[config.mk]
export PLATFORM = sky130hd
export DESIGN_NAME = counter_sched
export DESIGN_NICKNAME = d
export VERILOG_FILES = /design/src/rtl/counter_sched_pkg.sv /design/src/rtl/rr_arbiter2.sv /design/src/rtl/counter_sched.sv
export SDC_FILE = /design/constraint.sdc
export NUM_CORES = 1
export LEC_CHECK = 0
export CAP_MARGIN = 20
export CORE_ASPECT_RATIO = 0.8
export CORE_MARGIN = 10
export CORE_UTILIZATION = 30
export DETAILED_ROUTE_END_ITERATION = 10
export GPL_TIMING_DRIVEN = 1
export PLACE_DENSITY = 0.49
export SKIP_LAST_GASP = 1
export SLEW_MARGIN = 40
export SYNTH_ARGS = -nofsm -noshare
export SYNTH_HDL_FRONTEND = slang
export SYNTH_SLANG_ARGS = --single-unit
[constraint.sdc]
create_clock -name clk_i -period 5 [get_ports clk_i]
set_input_delay 1 -clock clk_i [delete_from_list [all_inputs] [get_ports clk_i]]
set_output_delay 1 -clock clk_i [all_outputs]
set_load 0.02 [all_outputs]
[src/rtl/counter_sched_pkg.sv]
// rtl/counter_sched_pkg.sv - shared types and constants for the counter scheduler
package counter_sched_pkg;

  localparam int unsigned SYNC_LAT_DEF = 2;
  localparam int unsigned CNT_W        = 8;

  typedef enum logic [2:0] {
    ST_IDLE   = 3'd0,
    ST_LOAD   = 3'd1,
    ST_LWAIT  = 3'd2,
    ST_RUN    = 3'd3,
    ST_SETTLE = 3'd4,
    ST_CHECK  = 3'd5
  } state_e;

  // Number of count steps from start to target, modulo 2^CNT_W.
  function automatic logic [CNT_W-1:0] count_distance(
    input logic [CNT_W-1:0] start,
    input logic [CNT_W-1:0] target,
    input logic             dir_up
  );
    return dir_up ? (target - start) : (start - target);
  endfunction

endpackage

[src/rtl/rr_arbiter2.sv]
// rtl/rr_arbiter2.sv - two-requester round-robin arbiter with explicit advance
module rr_arbiter2 (
  input  logic       clk_i,
  input  logic       reset_i,
  input  logic [1:0] req_i,
  input  logic       advance_i,
  output logic [1:0] grant_o
);

  logic prio_q;
  logic prio_d;

  // Priority flips to the other requester each time an operation completes.
  always_comb begin
    prio_d = prio_q;
    if (advance_i) begin
      prio_d = ~prio_q;
    end
  end

  // Priority pointer; requester 0 is favoured out of reset.
  always_ff @(posedge clk_i) begin
    if (reset_i) begin
      prio_q <= 1'b0;
    end else begin
      prio_q <= prio_d;
    end
  end

  // Favoured requester wins if asking, otherwise the other one.
  always_comb begin
    grant_o = 2'b00;
    if (req_i[prio_q]) begin
      grant_o[prio_q] = 1'b1;
    end else if (req_i[~prio_q]) begin
      grant_o[~prio_q] = 1'b1;
    end
  end

endmodule

[src/rtl/counter_sched.sv]
// rtl/counter_sched.sv - schedules two requesters onto one synchronized up/down counter
module counter_sched
  import counter_sched_pkg::*;
#(
  parameter int unsigned SYNC_LAT = SYNC_LAT_DEF
) (
  input  logic                  clk_i,
  input  logic                  reset_i,
  input  logic [1:0]            req_i,
  input  logic [1:0][CNT_W-1:0] req_start_i,
  input  logic [1:0][CNT_W-1:0] req_target_i,
  input  logic [1:0]            req_dir_i,
  output logic [1:0]            grant_o,
  output logic [1:0]            done_o,
  output logic                  err_o,
  output logic                  busy_o,
  output logic                  cnt_load_o,
  output logic                  cnt_pause_o,
  output logic                  cnt_dir_o,
  output logic [CNT_W-1:0]      cnt_parallel_in_o,
  input  logic [CNT_W-1:0]      cnt_value_i
);

  // Timer reload for the synchronizer wait states (SYNC_LAT+1 cycles each).
  localparam logic [CNT_W-1:0] WAIT_LAST = CNT_W'(SYNC_LAT);

  state_e           state_q, state_d;
  logic [CNT_W-1:0] timer_q, timer_d;
  logic [1:0]       grant_q;
  logic [CNT_W-1:0] start_q, target_q, dist_q;
  logic             dir_q;
  logic [1:0]       arb_gnt;
  logic             arb_sel;
  logic             advance;

  rr_arbiter2 u_arb (
    .clk_i     (clk_i),
    .reset_i   (reset_i),
    .req_i     (req_i),
    .advance_i (advance),
    .grant_o   (arb_gnt)
  );

  assign arb_sel = arb_gnt[1];

  // State and shared wait/run down-counter.
  always_ff @(posedge clk_i) begin
    if (reset_i) begin
      state_q <= ST_IDLE;
      timer_q <= '0;
    end else begin
      state_q <= state_d;
      timer_q <= timer_d;
    end
  end

  // Sequencing: one timer counts down each timed state to zero, then moves on.
  always_comb begin
    state_d = state_q;
    timer_d = timer_q;
    case (state_q)
      ST_IDLE: begin
        if (|req_i) begin
          state_d = ST_LOAD;
        end
      end
      ST_LOAD: begin
        state_d = ST_LWAIT;
        timer_d = WAIT_LAST;
      end
      ST_LWAIT: begin
        if (timer_q != '0) begin
          timer_d = timer_q - 1'b1;
        end else if (dist_q == '0) begin
          state_d = ST_SETTLE;
          timer_d = WAIT_LAST;
        end else begin
          state_d = ST_RUN;
          timer_d = dist_q - 1'b1;
        end
      end
      ST_RUN: begin
        if (timer_q != '0) begin
          timer_d = timer_q - 1'b1;
        end else begin
          state_d = ST_SETTLE;
          timer_d = WAIT_LAST;
        end
      end
      ST_SETTLE: begin
        if (timer_q != '0) begin
          timer_d = timer_q - 1'b1;
        end else begin
          state_d = ST_CHECK;
        end
      end
      ST_CHECK: begin
        state_d = ST_IDLE;
      end
      default: begin
        state_d = ST_IDLE;
      end
    endcase
  end

  // Owner and its operation parameters are captured once at grant and held to CHECK.
  always_ff @(posedge clk_i) begin
    if (reset_i) begin
      grant_q  <= 2'b00;
      start_q  <= '0;
      target_q <= '0;
      dir_q    <= 1'b0;
      dist_q   <= '0;
    end else if (state_q == ST_IDLE && (|req_i)) begin
      grant_q  <= arb_gnt;
      start_q  <= req_start_i[arb_sel];
      target_q <= req_target_i[arb_sel];
      dir_q    <= req_dir_i[arb_sel];
      dist_q   <= count_distance(req_start_i[arb_sel], req_target_i[arb_sel],
                                 req_dir_i[arb_sel]);
    end else if (state_q == ST_CHECK) begin
      grant_q  <= 2'b00;
    end
  end

  // Outputs decoded from state or taken from the captured registers only.
  always_comb begin
    busy_o      = (state_q != ST_IDLE);
    cnt_load_o  = (state_q == ST_LOAD);
    cnt_pause_o = (state_q != ST_RUN);
    advance     = (state_q == ST_CHECK);
    done_o      = (state_q == ST_CHECK) ? grant_q : 2'b00;
    err_o       = (state_q == ST_CHECK) && (cnt_value_i != target_q);
  end

  assign grant_o           = grant_q;
  assign cnt_dir_o         = dir_q;
  assign cnt_parallel_in_o = start_q;

endmodule

# Yosys cells after proc, flatten, opt, wreduce, memory -nomap -nowiden
# Cells that the tools add are included.
[op_classes] n_addsub=4 n_lt_le_gt_ge=5 eq_ne=12 muxes=31 n_bitwise=1 n_reduce_logical=13
[op_table] op="two-way mux 8 bit" n=9
[op_table] op="case mux 8 bit (4 select lines)" n=1
[op_table] op="subtractor 8 x 1 -> 8 bit, second input constant" n=2
[op_table] op="subtractor 8 bit" n=2
[op_table] op="two-way mux 3 bit" n=5
[op_table] op="case mux 3 bit (5 select lines)" n=1
[op_table] op="two-way mux 2 bit" n=5
[op_table] op="logical NOT 8 bit" n=1
[op_table] op="two-way mux 1 bit" n=8
[op_table] op="inequality test 2 bit, second input constant" n=4
[op_table] op="inequality test 8 bit" n=1
[op_table] op="nonzero test 8 bit" n=1
[op_table] op="== test 3 x 2 -> 1 bit, second input constant" n=2
[op_table] op="== test 3 bit, second input constant" n=2
[op_table] op="< comparator 1 x 2 -> 1 bit, second input constant" n=3
[op_table] op="logical AND 1 bit" n=4
[op_table] op="AND reduction 4 bit" n=1
[op_table] op="nonzero test 4 bit" n=1
[op_table] op="== test 3 x 1 -> 1 bit, second input constant" n=1
[op_table] op="logical NOT 3 bit" n=1
[op_table] op="inequality test 3 x 2 -> 1 bit, second input constant" n=1
[op_table] op="nonzero test 3 bit" n=1
[op_table] op="demux 1 bit (select 1 bit)" n=2
[op_table] op="greater-or-equal comparator 1 bit, second input constant" n=2
[op_table] op="5 further kinds" n=5
[word_totals] register_bits=39 word_cells=74

# Logic depth before layout (Yosys ltp)
[depth] depth_word=11 depth_mapped=15

# By module
# Synthesis repeated with hierarchy kept, for this count alone.
[unflattened] hier_cells=348 hier_area_um2=2899.0
[modules_own_cells] module="counter_sched" n_inst=1 cells_each=342 area_each_um2=2847.7 seq_area_each_um2=760.7
[modules_own_cells] module="rr_arbiter2" n_inst=1 cells_each=6 area_each_um2=51.3 seq_area_each_um2=20.0

# Least setup slack after synthesis
# No wires, ideal clock.
[synth_path] kind="input to register" from="input port req_i[0]" to="register dist_q[6]" t_arrival_ps=3936 required_ps=4921 path_slack_ps=985 path_stages=15 path_cell_list="nor2b_1 nor2_1 clkbuf_1 clkbuf_1 clkbuf_1 nand2_1 nand2_1 ha_1 nor2b_1 o31ai_1 a211oi_1 nor3_1 a221o_1 a211o_1 o211ai_1"
[synth_via] elab_chain_cells=8
[synth_rtl] element="start, declared" line_no="counter_sched.sv:9" text="input logic [1:0] req_i,"
[synth_rtl] element="two-way mux 1 bit (implied by the code) (2 in a row)" line_no="rr_arbiter2.sv:35" text="end else if (req_i[~prio_q]) begin"
[synth_rtl] element="two-way mux 2 bit" line_no="rr_arbiter2.sv:35"
[synth_rtl] element="two-way mux 2 bit" line_no="rr_arbiter2.sv:33" text="if (req_i[prio_q]) begin"
[synth_rtl] element="two-way mux 8 bit (implied by the code) (2 in a row)" line_no="counter_sched.sv:119" text="dist_q <= count_distance(req_start_i[arb_sel], req_target_i[arb_sel],"
[synth_rtl] element="subtractor 8 bit" line_no="counter_sched_pkg.sv:22" text="return dir_up ? (target - start) : (start - target);"
[synth_rtl] element="two-way mux 8 bit" line_no="counter_sched_pkg.sv:22"
[synth_rtl] element="end signal, assigned" line_no="counter_sched.sv:119"
[synth_rtl] element="end, declared" line_no="counter_sched.sv:30" text="logic [CNT_W-1:0] start_q, target_q, dist_q;"
# Parallel ways exist; a longest one is shown, timed or not. The select of a mux whose other input is x is not followed.
# A chain may end at the register's enable or synchronous reset.

# Worst setup path in the final report
# Ends and elaborated chain as after synthesis.

==> flow_metrics.py <==
metrics = {
    "run_status": {
        "status": "finished, final reports clean",
    },
    "worst_setup_path": {
        "endpoint_class_of_the_critical_path": "flop",
        "worst-endpoint-required_ns": 5.20,
        "critical-path-slowest-cell": "sky130_fd_sc_hd__nor2_2",
        "kind_of_critical_path": "in2reg",
        "crit_path_start_kind": "primary input",
        "crit_arrival_ns": 4.46,
        "cells_along_the_critical_path": "clkdlybuf4s50_1 -> nor2b_1 -> nor2_2 -> buf_4 -> mux2i_1 -> ha_1 -> inv_1 -> o21ai_0 -> o211a_1 -> a21oi_1 -> a221o_1 -> a211o_1 -> o211ai_1",
        "critical_path.n_buffers_inverters": 3,
        "worstPathMaxFanout": 17,
        "rrSetupSlack_ns": 1.69,
        "cp_top_family": "compound AO/OA/AOI/OAI gates",
        "worst_path_largest_cell_delay_ns": 0.60,
    },
    "place": {
        "gpl.final_weighted_congestion": 0.872,
        "placed_cells_incl_taps": 643,
        "placement.io_buffers": 62,
        "dp_hpwl_um": 8860,
        "dpl-instance-area_mm2": 0.00407,
        "pre_cts_ws_ns": 0.491,
    },
    "power": {
        "report.power.total_mw": 2.28,
        "vdd.ir_drop.worst_mv": 0.237,
        "p_int_mw": 1.19,
        "p_switching_mw": 1.09,
        "p_sw_frac": 0.476,
        "power.leakage_nw": 1.58,
        "clkPwrFrac": 0.141,
        "powerDensity_mw_per_mm2": 542,
        "power.share.sequential": 0.253,
        "pwr-share-comb": 0.606,
    },
    "clocking": {
        "clock_tree_root": "sky130_fd_sc_hd__clkbuf_16",
        "clk_transition_reported_paths_ns": 0.06,
        "cts.repair_timing.setup_buffer_count": 0,
        "cts_hold_buffers": 0,
        "clock_path_buffers": 2,
        "worstSkewPairLatency_ns": 0.28,
        "cts_tree": "built",
        "cts_buffers": 5,
        "htree_levels": 2,
        "number_of_sinks_driven_by_the_clock_tree": 39,
        "post_cts_resized": 0,
    },
    "global_route": {
        "overflow": 0,
        "total_global_routing_track_utilization": 0.144,
        "grt_first_pass_wirelength_um": 18500,
        "grt_max_degree": 41,
        "antenna_found_initial": 0,
        "grt_pass1_vias": 3446,
    },
    "min_path": {
        "min-delay-path-class": "reg2reg",
    },
    "timing": {
        "achievable_frequency_mhz": 235,
        "setup_ws_ns": 0.743,
        "maxSlewViolCount": 0,
        "hold_viol": 0,
        "period_share": 0.851,
        "rsz0062_at_grt": "false",
        "timing.clock.skew_ns": 0.00769,
        "timing_worst_slew_pin_value_ns": 0.747,
        "final_period_minus_worst_setup_slack_ns": 4.26,
        "setup_viol_count_final": 0,
        "slew_headroom": 0.502,
        "fin_setup_tns_ns": 0,
    },
    "floorplanning": {
        "placeableCoreArea_mm2": 0.0108,
        "die_area_mm2": 0.0157,
        "fp-row-count": 34,
        "floorplan.die.height_um": 114,
        "floorplan.initialDensity": 0.306,
        "die_w_um": 138,
        "design.portCount": 63,
    },
    "synthesis": {
        "ys_warn_count": 0,
        "synth.yosys.seq_area_share": 0.235,
        "postSynthRegisterBits": 39,
        "async_reset_ff_frac": 0,
        "yosysUniqueCellTypes": 58,
        "synth_fp_nets": 514,
        "gate_count_post_synth": 457,
        "yosys_most_used_dff": "sky130_fd_sc_hd__dfxtp_1",
        "avgSynthCellArea_um2": 7.26,
        "synth.top_cells.by_area": "sky130_fd_sc_hd__dfxtp_1 (24%), sky130_fd_sc_hd__nand2_1 (6.7%), sky130_fd_sc_hd__a21oi_1 (5.3%)",
        "synth-edff-count": 0,
        "netlist.area_leader.share": 0.235,
        "synth_top_area_cell": "sky130_fd_sc_hd__dfxtp_1",
        "cell_area_after_synthesis_mm2": 0.00332,
    },
    "final_layout": {
        "area.growth.synth_to_final_pct": 26.9,
        "ff_latch_area_um2": 781,
        "fin_cells": 650,
        "finalNetCount": 563,
        "antennaDiodeCount": 0,
        "post_route_cells_drive_above_1_share": 0.0494,
        "stdcell_area_mm2": 0.00421,
        "multi_input_area_mm2": 0.00234,
        "fillerInstances": 1145,
    },
    "drt": {
        "drt_iter0_drc": 271,
        "vias_per_cell": 5.42,
        "drc": 0,
        "drt-pass1-iter-count": 5,
        "sum_of_routed_wire_length_over_all_layers_um": 11300,
        "route.antenna.remaining_nets": 0,
        "route.detailed.wl_per_inst_um": 17.4,
        "route.vias.total": 3524,
    },
    "run": {
        "drv_cap": 0,
    },
}
==> cell type report <==
class / instances / share of cell area
inverter: 25 / 0.0223
multi-input combinational: 366 / 0.556
clock buffer: 6 / 0.0330
tap: 144 / 0.0428
timing repair buffer: 69 / 0.159
sequential: 39 / 0.185
clock inverter: 1 / 0.00119
==> layer usage <==
layer	global-route usage	share of wire	vias to the layer above
li1	-	-	1750
met5	0	0	-
met1	0.208	0.49	1625
met4	0.0245	0.0089	0
met2	0.208	0.40	140
met3	0.0439	0.096	9
==> final timing paths <==
path,cells after the start,startpoint,end
hold / removal,2,cnt_parallel_in_o[0]$_SDFFE_PP0P_,cnt_parallel_in_o[0]$_SDFFE_PP0P_
setup / recovery,13,req_i[0],dist_q[6]$_SDFFE_PP0P_
hold reg to reg,2,cnt_parallel_in_o[0]$_SDFFE_PP0P_,cnt_parallel_in_o[0]$_SDFFE_PP0P_
setup reg to reg,12,u_arb.prio_q$_SDFFE_PP0N_,dist_q[6]$_SDFFE_PP0P_
==> kinds of logic after synthesis <==
logic type	count (synthesis)	share of synthesized area
AND/OR/NAND/NOR	181	0.275
AO/OA/AOI/OAI	131	0.266
buffers and inverters	52	0.0641
flip-flops	39	0.235
XOR/XNOR	33	0.0872
adder cells (fa/ha/maj)	11	0.0415
multiplexers	10	0.0306
==> synth_stat cells (2+ instances only) <==
cell type	instances
sky130_fd_sc_hd__a211o_1	3
sky130_fd_sc_hd__a211oi_1	22
sky130_fd_sc_hd__a21o_1	2
sky130_fd_sc_hd__a21oi_1	35
sky130_fd_sc_hd__a221oi_1	4
sky130_fd_sc_hd__a222oi_1	2
sky130_fd_sc_hd__a22oi_1	3
sky130_fd_sc_hd__a311oi_1	5
sky130_fd_sc_hd__a31oi_1	5
sky130_fd_sc_hd__a32oi_1	3
sky130_fd_sc_hd__and2_1	3
sky130_fd_sc_hd__buf_6	2
sky130_fd_sc_hd__clkbuf_1	22
sky130_fd_sc_hd__dfxtp_1	39
sky130_fd_sc_hd__ha_1	11
sky130_fd_sc_hd__inv_1	25
sky130_fd_sc_hd__mux2i_1	9
sky130_fd_sc_hd__nand2_1	59
sky130_fd_sc_hd__nand2b_1	12
sky130_fd_sc_hd__nand3_1	6
sky130_fd_sc_hd__nand3b_1	5
sky130_fd_sc_hd__nand4_1	2
sky130_fd_sc_hd__nor2_1	41
sky130_fd_sc_hd__nor2b_1	11
sky130_fd_sc_hd__nor3_1	12
sky130_fd_sc_hd__nor3_2	2
sky130_fd_sc_hd__nor3b_1	9
sky130_fd_sc_hd__nor4_1	8
sky130_fd_sc_hd__o2111ai_1	2
sky130_fd_sc_hd__o211ai_1	5
sky130_fd_sc_hd__o21ai_0	19
sky130_fd_sc_hd__o22ai_1	6
sky130_fd_sc_hd__o311ai_0	2
sky130_fd_sc_hd__o31ai_1	3
sky130_fd_sc_hd__o32ai_1	2
sky130_fd_sc_hd__or3_1	3
sky130_fd_sc_hd__xnor2_1	16
sky130_fd_sc_hd__xor2_1	17
==> per-stage QoR <==
| step | hold WS (ns) | util |
|---|---|---|
| 3_3_place_gp | 0.453 | 0.374 |
| 3_5_place_dp | 0.455 | 0.375 |
| 4_1_cts | 0.467 | 0.388 |
| 6_report | 0.468 | 0.388 |
| 5_1_grt | 0.487 | 0.388 |
| 2_1_floorplan | 0.448 | - |
==> worst reg2reg max path: cells and delay by family, from the launching register on <==
| kind | cells | cell delay [ns] |
|---|---|---|
| AO/OA/AOI/OAI | 6 | 1.08 |
| adder cells (fa/ha/maj) | 1 | 0.24 |
| buffers and inverters | 2 | 0.43 |
| flip-flops | 1 | 0.36 |
| multiplexers | 1 | 0.40 |
| AND/OR/NAND/NOR | 2 | 0.73 |
==> power groups by stage <==
stage	Clock [mW]	Sequential, mW	Combinational [mW]
floorplan	0	0.543	1.00
finish	0.322	0.577	1.38
global placement	0	0.578	1.35
detailed placement	0	0.582	1.38
global route	0.345	0.599	1.54
CTS	0.333	0.577	1.38
==> cells in the final DEF (no fill, tap or decap), types with 12 or more instances in the layout <==
| cell | n |
|---|---|
| sky130_fd_sc_hd__clkdlybuf4s50_1 | 61 |
| sky130_fd_sc_hd__nand2_1 | 59 |
| sky130_fd_sc_hd__nor2_1 | 39 |
| sky130_fd_sc_hd__dfxtp_1 | 39 |
| sky130_fd_sc_hd__a21oi_1 | 35 |
| sky130_fd_sc_hd__inv_1 | 25 |
| sky130_fd_sc_hd__a211oi_1 | 22 |
| sky130_fd_sc_hd__o21ai_0 | 19 |
| sky130_fd_sc_hd__xor2_1 | 17 |
| sky130_fd_sc_hd__xnor2_1 | 16 |
| sky130_fd_sc_hd__nand2b_1 | 12 |
| sky130_fd_sc_hd__nor3_1 | 12 |
==> sequential cells by signal, summed over array words and instances (netlist names) <==
| name | flops |
|---|---|
| grant_o | 2 |
| cnt_parallel_in_o | 8 |
| timer_q | 8 |
| dist_q | 8 |
| u_arb.prio_q | 1 |
| cnt_dir_o | 1 |
| state_q | 3 |
| target_q | 8 |
Power figures use the tool's default switching activity.
==> patch 1, RTL diff (same settings) <==
Make the reset (`reset_i`) asynchronous in 3 clocked blocks.
--- a/src/rtl/rr_arbiter2.sv
+++ b/src/rtl/rr_arbiter2.sv
@@ -20,5 +20,5 @@
 
   // Priority pointer; requester 0 is favoured out of reset.
-  always_ff @(posedge clk_i) begin
+  always_ff @(posedge clk_i or posedge reset_i) begin
     if (reset_i) begin
       prio_q <= 1'b0;
--- a/src/rtl/counter_sched.sv
+++ b/src/rtl/counter_sched.sv
@@ -45,5 +45,5 @@
 
   // State and shared wait/run down-counter.
-  always_ff @(posedge clk_i) begin
+  always_ff @(posedge clk_i or posedge reset_i) begin
     if (reset_i) begin
       state_q <= ST_IDLE;
@@ -105,5 +105,5 @@
 
   // Owner and its operation parameters are captured once at grant and held to CHECK.
-  always_ff @(posedge clk_i) begin
+  always_ff @(posedge clk_i or posedge reset_i) begin
     if (reset_i) begin
       grant_q  <= 2'b00;
Formal check against the unedited RTL: differs if reset_i is asserted again (counterexample within 4 cycles, from zero or initial values and one cycle with reset_i high); with reset_i held inactive, the same outputs for 10 cycles.
==> patch 1 against the original RTL <==
Sequential cell count stayed put; cell count decreased by 7.8%; final area fell by 2.2%; critical endpoint is now err_o; highest routed layer unchanged; sequential share of layout area rose by 5.2 points; largest power group unchanged; routed wire length fell by 9.6%; setup slack better by 0.17 ns; die area fell by 3.4%; area after synthesis decreased by 4.0%; via count is 13% lower; total power shrank 17%; fmax grew 4.1%; non-clock buffer count is the same.
==> patch 1: results <==
group,metric,value,unit
critical_path,crit_path_top_delay_cell,"nor4_1",
grt,grt.total_usage,13.8,%
detailed_routing,drt-met1-wl,5280,um
status,outcome,"finished clean",
synth,avgSynthCellArea,8.03,um2
grt,number_of_global_route_vias_before_repair,3108,
placed_design,post-dp-hpwl,8220,um
critical_path,cp_max_fo,1,
placed_design,post-place-ws,0.685,ns
detailed_routing,postRouteWirelength,10200,um
cts,cts_post_setup_buffers_inserted,0,
cts,clock_latency,0.29,ns
synth,synth-main-ff-cell,"dfrtp_1",
timing,timing.clock.skew,0.00755,ns
synth,postSynth.asyncResetShare,100,%
synth,synth.top_cells.by_area,"dfrtp_1 31%, nand2_1 6.7%, o21ai_0 6.4%",
grt,gr-max-usage-layer,"met2",
power,peakVddDrop,0.149,mV
cts,cts_buffers,5,
detailed_routing,drt_first_iter_violations,222,
placed_design,routabilityCongestion,0.886,
detailed_routing,top_signal_layer_used,"met4",
critical_path,critical-path-max-stage-delay,0.78,ns
synth,postSynthNetCount,453,
critical_path,cp.arrival,3.09,ns
grt,grt_overflow,0,
placed_design,placed_cell_area,0.00398,mm2
cells_and_area,design.final.nets,515,
timing,worst_pin_slew,0.896,ns
placed_design,io_buffers,62,
placed_design,cell_count_after_placement,591,
grt,antenna_found_initial,0,
synth,synthTopCellsByCount,"57 x nand2_1, 41 x o21ai_0, 39 x dfrtp_1",
cells_and_area,layout.filler_cells,1092,
synth,synthMostInstantiatedCell,"nand2_1",
grt,globalRouteMet1Util,19.9,%
synth,synthDistinctLibCells,63,
cells_and_area,layout-drive-gt1-share,6.32,%
critical_path,critPathTopFamily,"buffers and inverters",
cts,root_buffer,"clkbuf_16",
hold_path,hold_path.class,"reg -> reg",
cts,clock_tree.buffer_depth,2,
synth,ys_seq_area_share,30.7,%
cells_and_area,antenna_cells_inserted,0,
detailed_routing,vias_per_cell,5.13,
grt,grt_pass1_wl,16900,um
cts,clk_pin_slew,0.06,ns
grt,met2_usage,20.6,%
cells_and_area,postLayoutCoreUtil,39.9,%
grt,pin_count_of_the_biggest_net_entering_global_routing,40,
grt,grt.met3_usage,2.81,%
detailed_routing,routed_wire_length_on_met3,541,um
cts,htreeDepth,2,
cells_and_area,stdcell_count,599,
synth,synth.yosys.warnings,0,
detailed_routing,drt_pre_antenna_iters,4,
cts,cts-resized-gates,0,
detailed_routing,met2_wire_len,4330,um
timing,tns,0,ns
power,total_leakage_power,1.77,nW
-- patch 1: final timing paths --
kind / endpoint / cells after the start / slack (ns) / from
worst max-delay path: err_o / 5 / 0.91 / cnt_value_i[7]
worst min-delay path: cnt_parallel_in_o[7] / 2 / 0.48 / cnt_parallel_in_o[7]
worst max register to register: dist_q[6] / 10 / 1.84 / u_arb.prio_q
worst min register to register: cnt_parallel_in_o[7] / 2 / 0.48 / cnt_parallel_in_o[7]
max in group asynchronous: cnt_parallel_in_o[1] / 3 / 3.47 / reset_i
min in group asynchronous: timer_q[4] / 3 / 1.16 / reset_i
-- patch 1: kinds of logic (layout without fill, tap and decap cells) --
family          after synthesis  after routing  synth area share (%)
simple gates                151            151                  23.8
flops                        39             39                  30.7
fa+ha+maj                    11             11                  4.33
compound gates              111            111                  21.7
mux                          24             24                  7.86
buf+inv                      33             96                  4.21
xor+xnor                     27             27                  7.43
-- patch 1: worst reg2reg max path, stage by stage, from the launching register on --
cell,delay (ns)
dfrtp_1,0.40
nand2b_1,0.26
nand2_1,0.34
buf_4,0.31
mux2i_1,0.27
ha_1,0.26
inv_1,0.07
o311ai_0,0.40
a32oi_1,0.17
or4b_1,0.52
nand3_1,0.09
-- patch 1: cell type report --
type | instances | area share [%]
Inverter | 19 | 1.73
Tap cell | 140 | 4.26
Clock buffer | 7 | 3.22
Timing Repair Buffer | 69 | 16.4
Sequential cell | 39 | 23.7
Multi-Input combinational cell | 324 | 50.6
Clock inverter | 1 | 0.122
-- patch 1: report_power, final --
group	leakage [nW]	internal [W]	switching, W
sequential	0.475	0.000466	0.000162
combinational	1.22	0.000440	0.000505
clock	0.0679	0.000185	0.000128
==> patch 2, RTL diff (same flow settings) <==
Made on the original files. Put a register stage on the output `cnt_load_o`, with the module's reset. The value now appears one clock later. The other outputs are not delayed to match.
--- a/src/rtl/counter_sched.sv
+++ b/src/rtl/counter_sched.sv
@@ -24,4 +24,6 @@
   // Timer reload for the synchronizer wait states (SYNC_LAT+1 cycles each).
   localparam logic [CNT_W-1:0] WAIT_LAST = CNT_W'(SYNC_LAT);
+
+  logic cnt_load_d;
 
   state_e           state_q, state_d;
@@ -127,5 +129,5 @@
   always_comb begin
     busy_o      = (state_q != ST_IDLE);
-    cnt_load_o  = (state_q == ST_LOAD);
+    cnt_load_d  = (state_q == ST_LOAD);
     cnt_pause_o = (state_q != ST_RUN);
     advance     = (state_q == ST_CHECK);
@@ -138,4 +140,12 @@
   assign cnt_parallel_in_o = start_q;
 
+  always_ff @(posedge clk_i) begin
+    if (reset_i) begin
+      cnt_load_o <= '0;
+    end else begin
+      cnt_load_o <= cnt_load_d;
+    end
+  end
+
 endmodule
 
Formal check against the unedited RTL: not equivalent (Yosys sat finds a counterexample within 4 cycles, from zero or initial values and one cycle with reset_i high).
==> patch 2 against the original RTL <==
Area after synthesis decreased by 1.1%; total power increased by 0.71%; final area decreased by 1.5%; combinational power decreased by 4%; critical path depth unchanged; sequential cell count increased by 1; global-route usage decreased by 0.41 points; register-to-register slack improved by 0.33 ns; setup slack improved by 0.43 ns; routed wire length decreased by 3.8%; core utilization decreased by 0.26 points; clock skew decreased by 0.0011 ns; sequential power increased by 3.6%; largest cell class unchanged; largest power group unchanged.
==> patch 2: results <==
group,metric,value,unit
status,outcome,"finished clean",
detailed_routing,met2_wire_len,4480,um
cts,cts_post_setup_buffers_inserted,0,
timing,worst_pin_slew,0.799,ns
critical_path,crit_path_start,"req_i[1]",
power,total_leakage_power,1.57,nW
power,switching_share,47.8,%
grt,grt.total_usage,14.0,%
critical_path,cp.arrival,4.05,ns
synth,ys_seq_area_share,24.4,%
cells_and_area,layout-drive-gt1-share,6.65,%
placed_design,post-dp-hpwl,8450,um
detailed_routing,routed_wire_length_on_met3,762,um
cts,cts_buffers,5,
synth,synthTopCellsByCount,"55 x nand2_1, 40 x dfxtp_1, 39 x nor2_1",
synth,synthDistinctLibCells,72,
critical_path,critical-path-max-stage-delay,0.46,ns
placed_design,post-place-ws,0.941,ns
cts,htreeDepth,2,
grt,globalRouteMet1Util,20.2,%
detailed_routing,route.vias.total,3354,
placed_design,routabilityCongestion,0.883,
critical_path,crit_path_top_delay_cell,"clkdlybuf4s50_1",
grt,grt.met3_usage,3.69,%
synth,synthCells,430,
grt,met2_usage,20.5,%
detailed_routing,drt-met1-wl,5550,um
critical_path,crit_path_end,"dist_q[7]",
synth,synth.top_cells.by_area,"dfxtp_1 24%, nand2_1 6.3%, a21oi_1 5.0%",
detailed_routing,drt_first_iter_violations,263,
grt,number_of_global_route_vias_before_repair,3306,
grt,pin_count_of_the_biggest_net_entering_global_routing,40,
timing,max_clock_freq,261,MHz
critical_path,cp_max_fo,19,
critical_path,worst_r2r_startpoint,"u_arb.prio_q",
critical_path,setup_slack_of_the_most_critical_reg_to_reg_path,2.02,ns
detailed_routing,routed_wire_length_per_instance,17.4,um
critical_path,rr_worst_depth,10,
timing,holdWs,0.460,ns
timing,timing.clock.skew,0.00660,ns
cells_and_area,stdcell_count,625,
synth,postSynthNetCount,487,
power,peakVddDrop,0.341,mV
cells_and_area,design.final.nets,537,
placed_design,cell_count_after_placement,617,
## patch 2: changes by cell type in the layout (fill, tap and decap cells not counted), sizes merged, moves of 4 or more
cell,before,now
a221oi,4,0
nand2b,12,8
nor2b,11,3
o211ai,5,9
o22ai,6,1
inv,25,19
nor3b,9,5
nor4,8,4
mux2i,9,13
## patch 2: tightest hold or removal path, stage by stage (launching register included)
cell and delay [ns]:
dfxtp_1 0.31, nand2_1 0.05, a21oi_1 0.05
## patch 2: power by group through the flow
stage / Combinational [W] / Sequential (W) / Clock [W]
after CTS: 0.00132 / 0.000593 / 0.000373
final: 0.00133 / 0.000598 / 0.000367
after global placement: 0.00131 / 0.000600 / 0
after global routing: 0.00149 / 0.000619 / 0.000388
after detailed placement: 0.00131 / 0.000598 / 0
after floorplan: 0.000960 / 0.000572 / 0
## patch 2: kinds of logic (layout without fill, tap and decap cells)
logic type / after synthesis / in the layout / synth area share (%)
buf+inv: 44 / 95 / 6.56
simple gates: 164 / 164 / 25.7
xor+xnor: 32 / 32 / 8.55
mux: 15 / 15 / 4.66
compound gates: 124 / 124 / 25.9
flops: 40 / 40 / 24.4
fa+ha+maj: 11 / 11 / 4.20
## patch 2: through the flow
stage | util, % | power [W] | cell area [um2]
after global routing | 38.5 | 0.00250 | 4150
after detailed placement | 37.0 | 0.00191 | 3980
after CTS | 38.5 | 0.00229 | 4140
final | 38.5 | 0.00230 | 4150
after global placement | 37.0 | 0.00191 | 3980
after floorplan | - | 0.00153 | 3280
## patch 2: area by class of cell
type,instances,area [um2]
clock buffer,6,129
clock inverter,2,35.0
fill,1142,6620
inverter,20,75.1
multi-input combinational,346,2270
sequential,40,801
tap,144,180
timing repair buffer,67,658
